### config.mk
export PLATFORM = sky130hd
export DESIGN_NAME = multi_channel_clock_divider
export DESIGN_NICKNAME = d
export VERILOG_FILES = /design/src/rtl/multi_channel_clock_divider.sv
export SDC_FILE = /design/constraint.sdc
export NUM_CORES = 1
export LEC_CHECK = 0
export CAP_MARGIN = 20
export CORE_UTILIZATION = 35
export CTS_CLUSTER_SIZE = 25
export DETAILED_ROUTE_END_ITERATION = 10
export PLACE_DENSITY = 0.49
export SLEW_MARGIN = 10
export SYNTH_ARGS = -nofsm -noshare
export SYNTH_HDL_FRONTEND = slang
export SYNTH_SLANG_ARGS = --single-unit
### constraint.sdc
create_clock -name clk_100Mhz -period 4.55 [get_ports clk_100Mhz]
set_input_delay 0.91 -clock clk_100Mhz [delete_from_list [all_inputs] [get_ports clk_100Mhz]]
set_output_delay 0.91 -clock clk_100Mhz [all_outputs]
set_load 0.02 [all_outputs]
### src/rtl/multi_channel_clock_divider.sv
// N-channel programmable 50%-duty clock divider with a single-slot valid/ready reconfiguration port.
// Optional per-channel terminal-count strobe output enabled by defining DIV_TICK_OUT_EN.
module multi_channel_clock_divider #(
  parameter int CHANNELS     = 4,
  parameter int CNT_W        = 27,
  parameter int DEFAULT_HALF = 50_000_000,
  localparam int CH_W        = (CHANNELS > 1) ? $clog2(CHANNELS) : 1
) (
  input  logic                clk_100Mhz,
  input  logic                rst_n,
  input  logic [CHANNELS-1:0] en,
  input  logic                cfg_valid,
  output logic                cfg_ready,
  input  logic [CH_W-1:0]     cfg_ch,
  input  logic [CNT_W-1:0]    cfg_half,
  output logic [CHANNELS-1:0] clk_out
`ifdef DIV_TICK_OUT_EN
  ,
  output logic [CHANNELS-1:0] tick
`endif
);

  localparam logic [CNT_W-1:0] DEF_HALF = CNT_W'(DEFAULT_HALF);

  logic [CNT_W-1:0]    cnt  [CHANNELS];
  logic [CNT_W-1:0]    half [CHANNELS];
  logic [CHANNELS-1:0] tc;
  logic [CHANNELS-1:0] apply;
  logic                pend_valid;
  logic [CH_W-1:0]     pend_ch;
  logic [CNT_W-1:0]    pend_half;
  logic                ch_ok;

  assign cfg_ready = ~pend_valid;
  assign ch_ok     = ({1'b0, cfg_ch} < (CH_W + 1)'(CHANNELS));

  // A pending value lands on its channel's terminal count, or at once if that channel is idle.
  always_comb begin
    tc    = '0;
    apply = '0;
    for (int unsigned i = 0; i < CHANNELS; i++) begin
      tc[i]    = en[i] && (cnt[i] == half[i] - CNT_W'(1));
      apply[i] = pend_valid && (pend_ch == CH_W'(i)) && (!en[i] || tc[i]);
    end
  end

  always_ff @(posedge clk_100Mhz or negedge rst_n) begin
    if (!rst_n) begin
      for (int unsigned i = 0; i < CHANNELS; i++) begin
        cnt[i]  <= '0;
        half[i] <= DEF_HALF;
      end
      clk_out    <= '0;
      pend_valid <= 1'b0;
      pend_ch    <= '0;
      pend_half  <= '0;
`ifdef DIV_TICK_OUT_EN
      tick       <= '0;
`endif
    end else begin
      for (int unsigned i = 0; i < CHANNELS; i++) begin
        if (!en[i]) begin
          cnt[i]     <= '0;
          clk_out[i] <= 1'b0;
        end else if (tc[i]) begin
          cnt[i]     <= '0;
          clk_out[i] <= ~clk_out[i];
        end else begin
          cnt[i]     <= cnt[i] + CNT_W'(1);
        end
        if (apply[i]) begin
          half[i] <= pend_half;
        end
`ifdef DIV_TICK_OUT_EN
        tick[i] <= tc[i];
`endif
      end

      if (pend_valid) begin
        if (|apply) begin
          pend_valid <= 1'b0;
        end
      end else if (cfg_valid && ch_ok) begin
        pend_valid <= 1'b1;
        pend_ch    <= cfg_ch;
        pend_half  <= (cfg_half == '0) ? CNT_W'(1) : cfg_half;
      end
    end
  end

endmodule
==> impl_results.md <==
* Status: finished, violations left
* Failing checks: DRC
* Dominant cells by area after synthesis: dfrtp_1 35%, dfstp_2 8.6%, xnor2_1 7.0%, xor2_1 6.4%, mux2_1 5.2%
* Final cell area excluding filler cells at 16,500 um^2
* Leak Pwr at 0.00645 uW
* Number of diodes at 0
* TNS Setup at 0 ns
* Setup-failing EPs final at 0
* Layout filler cell count at 4,006
* Worst slew margin relative to its limit at 40.4%
* Post-CTS Resized at 0
* Hpwl dp at 26,700 um
* Routed WL at 37,100 um
* Netlist cell types at 85
* Reg-to-reg setup timing slack at 0.58 ns
* Die H at 206 um
* Leading area contributor after synthesis: dfrtp_1
* Post-Syn Nets at 1,466
* Critical path class: flip-flop to flip-flop
* Global-route wire length before repair at 59,700 um
* Antenna violations before repair at 0
* Critical Path Fanout Max at 27
* End of the critical path: half[80]
* Fin nets at 1,493
* Final Hold Fails at 0
* DRT iter0 DRCs at 679
* Max Clk Rate at 252 MHz
* Share of Yosys cell area claimed by the top area cell type at 34.6%
* PwrDens at 579 nW/um^2
* Final slew viol count at 0
* Initial DRT Pass Iterations at 8
* DR vias at 10,487
* DRC Markers at 4
* Ys async rst share at 100%
* Post-DR wirelength/cell at 18.5 um
* Fin crit period at 3.97 ns
* Mapped Cells at 1,422
* Post-CTS Hold Buffers at 0
* Post-CTS Setup Inserts at 0
* Max cap viols at 0
* VDD IR-drop max at 0.281 mV
* Clk_lat worst skew at 0.57 ns
* Placed cell areas at 15,500 um^2
* Port Buffers at 40
* CTS root buffer: clkbuf_16
* WP data required at 4.99 ns
* Site Rows at 74
* GRT Overall Usage at 18.0%
* Clock Skew at 0.0182 ns
* Reg2reg end: half[80]
* Non-filler cells, final at 2,003
* Crit. Startpoint: half[63]
* Commonest cells post-synth: 202 x dfrtp_1, 172 x nor2_1, 117 x xnor2_1
* Vias in the first global route at 10,205
* Synth Register Bits at 250
* Total number of H-tree levels at 1
* Initial Util at 35.6%
* CP Cell Sequence: or4_1, nor4_4, a21oi_1, or4_4, nor4_4, o2111ai_4, nand2_4, and2_4, mux2_1
* Register area at 6320 um^2
* Placed cell count at 1,950
* CTS tree: yes
* Overflow after GRT at 0
* CP dominant cell by count: nor4_4
* Final GP Congestion at 0.847
* Share of layout cells above drive strength 1 at 14.4%
* DRT antenna net count at 0
* Vias per inst at 5.24
* Critical Path AT at 4.40 ns
* CTS sink count at 250
* Area Growth Syn to Fin at 13.3%
* CTS buffer count at 29
* Die Span X at 206 um
* Reg2Reg Depth at 9
* DIE AREA at 42,500 um^2
* Largest net degree at the start of global routing at 102
* Post-synth EDFFs at 0
* Startpoint type of the worst setup path: flip-flop
* Setup crit end kind: flip-flop
* Slowest stage delay, CP at 0.72 ns
* Reg2reg start: half[63]
* Most used DFF post-synth: dfrtp_1
* Hold Crit Class: primary input to async pin
* RSZ-0062 raised after global routing: false
* Core Box Area at 41,000 um^2
* Syn Area/Cell at 10.3 um^2
* Fraction of the yosys area taken by sequential cells at 43.3%
* Fin crit share at 87.2%
* Slowest cell on crit path: or4_1
* Most instantiated library cell after synthesis: dfrtp_1
* Slew of the pin with the lowest slew margin at 0.892 ns
* Multi-input gate area at 7870 um^2
* Clk slew on worst S/H paths at 0.06 ns
* I/O pins at 41
* CTS max path bufs at 3
* Yosys Warn Count at 0
* Syn Std Cell Area at 14,600 um^2
[registers in the layout, summed over array words and instances (netlist names)]
name        count
clk_out         4
pend_half      27
half          108
pend_ch         2
cnt           108
pend_valid      1
[kinds of logic after synthesis]
kind of cell	synth area share, %
AO/OA/AOI/OAI	6.51
XOR/XNOR	13.4
adder cells (fa/ha/maj)	0.686
buffers and inverters	2.90
flip-flops	43.3
multiplexers	11.6
AND/OR/NAND/NOR	21.6
[how the worst min path moves through the flow]
| stage | end | slack, ns |
|---|---|---|
| final | cnt[81] | 0.38 |
| after global routing | cnt[86] | 0.43 |
| after CTS | cnt[81] | 0.40 |
| after detailed placement | half[107] | 0.52 |
| after global placement | half[24] | 0.51 |
| after floorplan | half[107] | 0.48 |
[layout by cell type, fill, tap and decap left out, types with 6 or more instances in the layout]
cell / synthesis / layout
dfrtp_1: 202 / 202
nor2_1: 172 / 172
xnor2_1: 117 / 117
xor2_1: 106 / 106
mux2_1: 68 / 68
nand3_1: 67 / 67
nand2_1: 62 / 62
mux2_2: 51 / 51
dfstp_2: 48 / 48
clkdlybuf4s50_1: 0 / 39
nor4_1: 36 / 36
nor3_1: 34 / 34
or4_1: 31 / 31
and3_1: 29 / 29
clkbuf_16: 0 / 29
inv_1: 28 / 28
nand4_1: 26 / 26
a21oi_1: 20 / 20
mux2_4: 20 / 20
o21ai_0: 19 / 19
nor2b_1: 16 / 15
a31oi_1: 15 / 15
or3_1: 14 / 14
buf_4: 4 / 14
and4_1: 13 / 13
o211ai_1: 12 / 12
and2_1: 12 / 12
nand2b_1: 8 / 8
nand3b_1: 8 / 8
a211oi_1: 8 / 8
ha_1: 8 / 8
o31ai_1: 7 / 7
or2_2: 6 / 6
mux2i_1: 6 / 6
nor4b_1: 6 / 6
clkinvlp_4: 0 / 6
[layer usage]
metal / up-vias / routed length, um / GRT usage [%]
met1: 5141 / 18500 / 26.4
met2: 140 / 16700 / 28.1
met5: - / 0 / 0
met3: 44 / 1140 / 2.10
li1: 5162 / - / -
met4: 0 / 708 / 4.70
[cell type report]
class,instances,share of cell area [%]
clock buffer,38,4.90
clock inverter,15,1.30
inverter,28,0.636
multi-input combinational,1084,47.6
sequential,250,38.2
tap,532,4.03
timing repair buffer,56,3.33
[power breakdown]
part	leakage [uW]	total (uW)	internal, uW	switching [uW]
sequential	0.00314	4300	3020	1280
combinational	0.00283	2780	1480	1300
clock	0.000485	2500	1530	969
total	0.00645	9580	6030	3550
[stage by stage]
| stage | utilization (%) | power, uW | hold slack, ns | setup slack (ns) |
|---|---|---|---|---|
| final | 40.3 | 9580 | 0.383 | 0.582 |
| after global routing | 40.3 | 10200 | 0.432 | 0.290 |
| after CTS | 40.3 | 9670 | 0.400 | 0.551 |
| after detailed placement | 37.8 | 7110 | 0.515 | 0.575 |
| after global placement | 37.8 | 7060 | 0.512 | 0.604 |
| after floorplan | - | 6090 | 0.478 | 0.934 |
[worst max-delay path: cells and delay by family (launching register included)]
| family | cells | cell delay (ns) |
|---|---|---|
| AOI/OAI and AO/OA | 2 | 0.37 |
| and+or+nand+nor | 6 | 2.61 |
| muxes | 1 | 0.37 |
| DFF | 1 | 0.47 |
Note: power is estimated with default switching activity, not from simulation.
